--- src/rtl/trng_entropy_sampler.sv ---
// Entropy front end: synchroniser, prescaled sampling, von Neumann extractor,
// repetition health test and word packer with a valid/ready output.
module trng_entropy_sampler #(
  parameter int WIDTH      = 5,
  parameter int SAMPLE_DIV = 4,
  parameter int REP_LIMIT  = 32
) (
  input  logic             clk,
  input  logic             rst_n,
  input  logic             raw_bit,
  output logic [WIDTH-1:0] out_data,
  output logic             out_valid,
  input  logic             out_ready,
  output logic             health_fail
);

  localparam int PW = (SAMPLE_DIV > 1) ? $clog2(SAMPLE_DIV) : 1;
  localparam int CW = $clog2(WIDTH);
  localparam int RW = $clog2(REP_LIMIT + 1);

  typedef enum logic {FIRST, SECOND} ext_t;

  logic             sync1;
  logic             s;
  logic [PW-1:0]    pcnt;
  logic             strobe;
  logic             prev;
  logic [RW-1:0]    rep_cnt;
  ext_t             state;
  logic             a;
  logic             emit;
  logic             take;
  logic             done;
  logic             xfer;
  logic [WIDTH-1:0] acc;
  logic [WIDTH-1:0] word;
  logic [CW-1:0]    bcnt;
  logic             full;

  assign strobe = (pcnt == PW'(SAMPLE_DIV - 1));
  assign emit   = strobe && (state == SECOND) && (a != s);
  assign take   = emit && !full && !health_fail;
  assign word   = {acc[WIDTH-2:0], a};
  assign done   = take && (bcnt == CW'(WIDTH - 1));
  assign xfer   = out_valid && out_ready;

  always_ff @(posedge clk or negedge rst_n) begin
    if (!rst_n) begin
      sync1 <= 1'b0;
      s     <= 1'b0;
    end else begin
      sync1 <= raw_bit;
      s     <= sync1;
    end
  end

  always_ff @(posedge clk or negedge rst_n) begin
    if (!rst_n) begin
      pcnt <= '0;
    end else if (strobe) begin
      pcnt <= '0;
    end else begin
      pcnt <= pcnt + 1'b1;
    end
  end

  // rep_cnt saturates so a stuck source cannot wrap back below the limit
  always_ff @(posedge clk or negedge rst_n) begin
    if (!rst_n) begin
      prev        <= 1'b0;
      rep_cnt     <= '0;
      health_fail <= 1'b0;
    end else begin
      if (rep_cnt == RW'(REP_LIMIT)) begin
        health_fail <= 1'b1;
      end
      if (strobe) begin
        prev <= s;
        if (s != prev) begin
          rep_cnt <= RW'(1);
        end else if (rep_cnt != RW'(REP_LIMIT)) begin
          rep_cnt <= rep_cnt + 1'b1;
        end
      end
    end
  end

  always_ff @(posedge clk or negedge rst_n) begin
    if (!rst_n) begin
      state <= FIRST;
      a     <= 1'b0;
    end else if (strobe) begin
      unique case (state)
        FIRST: begin
          a     <= s;
          state <= SECOND;
        end
        SECOND: begin
          state <= FIRST;
        end
      endcase
    end
  end

  // acc doubles as the holding slot when a word completes under back-pressure
  always_ff @(posedge clk or negedge rst_n) begin
    if (!rst_n) begin
      acc       <= '0;
      bcnt      <= '0;
      full      <= 1'b0;
      out_data  <= '0;
      out_valid <= 1'b0;
    end else begin
      if (take) begin
        acc  <= word;
        bcnt <= bcnt + 1'b1;
      end
      if (done) begin
        bcnt <= '0;
        if (!out_valid || xfer) begin
          out_data  <= word;
          out_valid <= 1'b1;
        end else begin
          full <= 1'b1;
        end
      end else if (xfer) begin
        if (full) begin
          out_data <= acc;
          full     <= 1'b0;
        end else begin
          out_valid <= 1'b0;
        end
      end
    end
  end

endmodule

--- config.mk ---
export PLATFORM = sky130hd
export DESIGN_NAME = trng_entropy_sampler
export DESIGN_NICKNAME = d
export VERILOG_FILES = /design/src/rtl/trng_entropy_sampler.sv
export SDC_FILE = /design/constraint.sdc
export NUM_CORES = 1
export LEC_CHECK = 0
export ABC_AREA = 1
export BUFFER_PORTS_ARGS = -buffer_cell sky130_fd_sc_hd__buf_4
export CAP_MARGIN = 20
export CORE_ASPECT_RATIO = 0.8
export CORE_MARGIN = 1.5
export CORE_UTILIZATION = 52
export CTS_BUF_LIST = sky130_fd_sc_hd__clkbuf_16
export DETAILED_ROUTE_END_ITERATION = 16
export GPL_TIMING_DRIVEN = 0
export PLACE_DENSITY = 0.82
export SYNTH_ARGS = -nofsm -noshare
export SYNTH_HDL_FRONTEND = slang
export SYNTH_SLANG_ARGS = --single-unit
--- constraint.sdc ---
create_clock -name clk -period 1.25 [get_ports clk]
set_input_delay 0.125 -clock clk [delete_from_list [all_inputs] [get_ports clk]]
set_output_delay 0.125 -clock clk [all_outputs]
set_load 0.1 [all_outputs]
==> results.cfg, run 1 <==
[run_status]
status = finished with violations
violations = setup timing

[synth]
ys_ff_latch = 29
ys_top_cells_by_area = dfrtp_1 (51%), nand2_1 (14%), o21ai_1 (5.0%)
synth_fp_nets = 171
yosysSeqAreaShare = 0.513
postSynthAreaPerCell_um2 = 8.73
yosys.area.top_type_share = 0.513
synth_largest_area_cell = dfrtp_1
synth_area_um2 = 1410
yosys_warnings = 0
netlist_instances = 162
ys_types = 23

[floorplanning]
initial_core_util = 0.561
die_area_um2 = 3040
core_um2 = 2520
die_y_um = 49.6
io_pins = 11
rows = 16
die_x_um = 61.3

[grt]
grt.overflow.total = 0
track_usage = 0.277
antenna_found_initial = 0
grt_max_degree = 30
grt_pass1_vias = 1339
grt_pass1_wl_um = 5940

[sta]
skew_ns = 0.0103
maxSlewHeadroom = 0.748
hold_violations = 0
setup_viol = 20
fmax_mhz = 640
rsz0062_at_grt = yes
fin_ws_ns = -0.311
maxSlewViolCount = 0
tightest_slew_ns = 0.377
period_minus_slack_ns = 1.56
period_share = 1.25

[clock_tree]
cts-root-buf = clkbuf_16
cts_made_buffers = 5
clockBufferDepth = 2
insertion_delay_ns = 0.28
path_clk_slew_ns = 0.05
cts_tree = built
htreeDepth = 2
cts_sinks = 29

[power_and_ir_drop]
switching_share = 0.292
p_leak_nw = 1.03
powerDensity_nw_per_um2 = 1320
power_switching_mw = 0.801
p_seq_frac = 0.407
p_comb_frac = 0.187
power_mw = 2.74
worst_ir_drop_vdd_uv = 1320
power_frac_clock = 0.406
p_int_mw = 1.94

[routing]
drc = 0
route.detailed.wl_per_inst_um = 18.8
finalWirelength_um = 4420
via_count = 1407
vias_per_cell = 5.99
postRouteAntennaNets = 0
drt_pre_antenna_iters = 5
drt-initial-drc-count = 216

[critical_path]
timing.rr.end = out_data[4]$_DFFE_PN0P_
path_cells = inv_1 > nand2_2 > nand2_4 > nand3_4 > nand2_1 > nand2_1 > nand3_1 > nand2_1
r2r_start = s$_DFF_PN0_
worst-setup-path-type = reg2reg
path_buf_inv = 1
crit_fanout = 7
setup.worst_path.end_class = register
cp_common_cell = nand2_1
cp-start-kind = register
cp_slowest_stage_delay_ns = 0.45
slowest_stage = dfrtp_2
critPathRequiredTime_ns = 1.40
r2r_slack_ns = -0.31
reg2reg_depth = 8
crit_arrival_ns = 1.71
cp_top_family = simple AND/OR/NAND/NOR gates

[final_layout]
register_area_um2 = 734
layoutNonFillerInstCount = 235
area_delta_synth_final_pct = 46.3
drive_gt1_frac = 0.447
final_common_cell = nand2_1
mostFrequentLayoutCells = nand2_1 (39), dfrtp_1 (24), buf_4 (19), nand2_2 (13), inv_1 (12)
multiInputGateArea_um2 = 806
n_antenna_cell = 0
fillers = 135
layout.nets = 207

[placement]
dp.cells = 208
place_congestion = 0.823
dp_hpwl_um = 1790
preCtsSetupSlack_ns = -0.237
port_buffers = 10

[worst_hold_path]
min-delay-start = out_ready
min_delay_path_depth = 4
whs_endpoint = full$_DFFE_PN0P_
hp-class = in2reg

[run]
cap_viol_max_count = 0
power by group through the flow:
stage | registers (mW) | logic (mW) | clock network, mW
5_1_grt | 1.12 | 0.554 | 1.18
6_report | 1.11 | 0.513 | 1.11
2_1_floorplan | 1.11 | 0.191 | 0
3_5_place_dp | 1.11 | 0.280 | 0
3_3_place_gp | 1.10 | 0.270 | 0
4_1_cts | 1.10 | 0.409 | 1.09
worst reg2reg max path: cells and delay by family (launching register included):
family,cells,cell delay [ns]
flip-flops,1,0.45
AND/OR/NAND/NOR,7,0.82
buffers and inverters,1,0.17
cell families after synthesis:
logic type	share of synthesized area
compound gates	0.0797
xor+xnor	0.0239
fa+ha+maj	0.0442
buf+inv	0.0566
flops	0.513
simple gates	0.282
synthesized netlist by cell type:
cell and instances:
nand2_2 4, clkinv_1 1, nand4_2 1, nand2_4 1, inv_4 2, or2_1 1, a21oi_4 1, xor2_1 2
inv_1 14, o21ai_0 2, o21bai_1 1, nand3_1 13, ha_1 5, nand2_1 53, nor2_4 1, xnor2_2 1
o21ai_1 14, nand3_2 1, inv_2 3, nand4_1 7, dfrtp_1 29, nor2_1 4, o32ai_1 1
registers in the layout, summed over array words and instances (netlist names):
signal	flops
out_valid	1
health_fail	1
out_data	5
rep_cnt	6
pcnt	2
a	1
acc	5
prev	1
full	1
bcnt	3
state	1
sync1	1
s	1
metrics by stage:
stage | TNS [ns] | util | instance area [um2] | hold slack (ns)
after floorplan | -1.92 | - | 1430 | -0.171
after global placement | -1.77 | 0.614 | 1550 | 0.0620
after detailed placement | -2.37 | 0.614 | 1550 | 0.0666
after CTS | -0.910 | 0.767 | 1940 | 0.178
after global routing | -4.15 | 0.820 | 2070 | 0.212
final | -2.83 | 0.820 | 2070 | 0.213
area by class of cell:
class	instances	area share
multi-input combinational	113	0.390
sequential	29	0.355
timing repair buffer	28	0.121
clock buffer	5	0.0605
inverter	20	0.0436
tap	36	0.0218
clock inverter	3	0.00544
timing repair inverter	1	0.00302
routing by layer:
layer	up-vias	part of all wire	GRT usage
met4	0	0.059	0.178
met2	106	0.50	0.452
met1	668	0.36	0.305
met3	33	0.084	0.0814
met5	-	0	0
li1	600	-	-
worst max-delay path by stage:
stage | startpoint | endpoint | slack, ns | depth (start not counted)
after floorplan | health_fail$_DFFE_PN0N_ | out_data[0]$_DFFE_PN0P_ | -0.23 | 8
after global placement | pcnt[0]$_DFF_PN0_ | out_data[4]$_DFFE_PN0P_ | -0.21 | 8
after detailed placement | pcnt[0]$_DFF_PN0_ | out_data[4]$_DFFE_PN0P_ | -0.24 | 8
after CTS | health_fail$_DFFE_PN0N_ | out_data[1]$_DFFE_PN0P_ | -0.14 | 8
after global routing | pcnt[0]$_DFF_PN0_ | out_data[4]$_DFFE_PN0P_ | -0.45 | 8
final | s$_DFF_PN0_ | out_data[4]$_DFFE_PN0P_ | -0.31 | 8
timing repair:
item                                    CTS  global route
buffers inserted                         13             3
cloned                                    1             0
endpoints found under the hold margin    30             0
endpoints found under the setup margin   20            21
pin swaps                                13            12
hold buffers                              2             0
resized for setup                        31            29
Power figures use the tool's default switching activity.
==> run 2: changes to the inputs <==
--- a/config.mk
+++ b/config.mk
@@ -10,11 +10,13 @@
 export CAP_MARGIN = 20
 export CORE_ASPECT_RATIO = 0.8
 export CORE_MARGIN = 1.5
-export CORE_UTILIZATION = 52
+export CORE_UTILIZATION = 58
 export CTS_BUF_LIST = sky130_fd_sc_hd__clkbuf_16
 export DETAILED_ROUTE_END_ITERATION = 16
 export GPL_TIMING_DRIVEN = 0
-export PLACE_DENSITY = 0.82
+export HOLD_SLACK_MARGIN = 0.1
+export PLACE_DENSITY = 0.86
+export SKIP_LAST_GASP = 1
 export SYNTH_ARGS = -nofsm -noshare
 export SYNTH_HDL_FRONTEND = slang
 export SYNTH_SLANG_ARGS = --single-unit
==> constraint.sdc (replaced) <==
create_clock -name clk -period 1.5 [get_ports clk]
set_input_delay 0.15 -clock clk [delete_from_list [all_inputs] [get_ports clk]]
set_output_delay 0.15 -clock clk [all_outputs]
set_load 0.1 [all_outputs]
==> results.cfg, run 2 (synthesized netlist as in run 1, its figures left out) <==
[placement]
preCtsSetupSlack_ns = -0.00220
dp.cells = 197
place_congestion = 0.796
dp_hpwl_um = 1830
port_buffers = 10

[power_and_ir_drop]
p_int_mw = 1.55
powerDensity_nw_per_um2 = 1170
power_frac_clock = 0.431
switching_share = 0.269
p_seq_frac = 0.429
worst_ir_drop_vdd_uv = 695
p_comb_frac = 0.139
power_switching_mw = 0.571
power_mw = 2.12
p_leak_nw = 0.935

[sta]
fmax_mhz = 686
tightest_slew_ns = 0.442
setup_viol = 0
final.setup.tns_ns = 0
skew_ns = 0.00320
hold_violations = 0
fin_ws_ns = 0.0417
period_share = 0.972
maxSlewViolCount = 0
maxSlewHeadroom = 0.704
period_minus_slack_ns = 1.46
rsz0062_at_grt = yes

[routing]
drc = 0
via_count = 1199
vias_per_cell = 5.63
route.detailed.wl_per_inst_um = 14.0
finalWirelength_um = 2980
drt-initial-drc-count = 60
postRouteAntennaNets = 0
drt_pre_antenna_iters = 5

[final_layout]
drive_gt1_frac = 0.250
layoutNonFillerInstCount = 213
n_antenna_cell = 0
register_area_um2 = 731
final_core_util = 0.811
layout.nets = 196
mostFrequentLayoutCells = nand2_1 (51), dfrtp_1 (27), buf_4 (15), o21ai_1 (14), inv_1 (13)
fillers = 123
final_common_cell = nand2_1
largest-register = rep_cnt
reg_top3 = rep_cnt x6, acc x5, out_data x5
largest_reg_flops = 6
multiInputGateArea_um2 = 696
area_delta_synth_final_pct = 28.1

[critical_path]
slowest_stage = dfrtp_1
crit_fanout = 6
cp-start-kind = register
crit_arrival_ns = 1.62
critPathRequiredTime_ns = 1.66
path_cells = ha_4 > nand2_4 > nor2_4 > nand4_4 > nand2_4 > nand2_4 > nand2_1 > nand2_1
cp_slowest_stage_delay_ns = 0.38
setup.worst_path.end_class = register
cp_common_cell = nand2_4
worst-setup-path-type = reg2reg

[grt]
grt_pass1_wl_um = 4150
grt.overflow.total = 0
grt_max_degree = 30
track_usage = 0.218
antenna_found_initial = 0
grt_pass1_vias = 939

[clock_tree]
insertion_delay_ns = 0.28
clockBufferDepth = 2
path_clk_slew_ns = 0.05
htreeDepth = 2
cts-root-buf = clkbuf_16
cts_tree = built
cts_made_buffers = 5
cts_sinks = 29

[floorplanning]
die_y_um = 47.2
io_pins = 11
rows = 15
die_area_um2 = 2740
initial_core_util = 0.633
die_x_um = 58.2
core_um2 = 2230

[worst_hold_path]
hp-class = in2reg

[run]
cap_viol_max_count = 0

[run_status]
status = finished, final reports clean
-- run 2: timing repair --
action | in CTS | in global routing
setup buffers | 2 | 3
hold endpoints to repair | 30 | 0
gates cloned | 0 | 1
endpoints found under the setup margin | 5 | 13
pin swaps | 1 | 5
hold buffers | 2 | 0
resized for setup | 0 | 16
-- run 2: final timing paths --
kind / endpoint / slack, ns / cells past startpoint / start
max reg2reg: out_data[0]$_DFFE_PN0P_ / 0.04 / 8 / pcnt[0]$_DFF_PN0_
max: out_data[0]$_DFFE_PN0P_ / 0.04 / 8 / pcnt[0]$_DFF_PN0_
min in group asynchronous: rep_cnt[5]$_DFFE_PN0P_ / 0.33 / 2 / rst_n
max in group asynchronous: health_fail$_DFFE_PN0N_ / 0.86 / 2 / rst_n
min: full$_DFFE_PN0P_ / 0.16 / 4 / out_ready
min reg2reg: s$_DFF_PN0_ / 0.35 / 0 / sync1$_DFF_PN0_
-- run 2: power by group through the flow --
stage,Clock (mW),Combinational [mW],Sequential (mW)
floorplan,0,0.155,0.925
global placement,0,0.222,0.912
detailed placement,0,0.239,0.918
CTS,0.933,0.247,0.907
global route,0.967,0.324,0.916
finish,0.916,0.296,0.911
-- run 2: final cells by class --
cell class	count	share of cell area
Tap cell	25	0.0173
Sequential cell	29	0.404
Clock inverter	3	0.00691
Clock buffer	5	0.0691
Timing Repair Buffer	17	0.0733
Multi-Input combinational cell	114	0.384
Inverter	20	0.0456
-- run 2: metrics by stage --
stage	hold WS, ns	area [um2]
global placement	0.0864	1530
CTS	0.157	1700
finish	0.165	1810
floorplan	-0.146	1420
global route	0.170	1810
detailed placement	0.0915	1530
-- run 2: per-layer routing --
metal	global-route usage	up-vias	wire length [um]
li1	-	581	-
met3	0.113	9	146
met1	0.269	574	1310
met5	0	-	0
met2	0.330	35	1470
met4	0.0884	0	58
-- run 2: critical path, delay by kind of cell (launching register included) --
kind          cells  cell delay, ns
flops             1            0.38
simple gates      7            0.80
fa+ha+maj         1            0.17
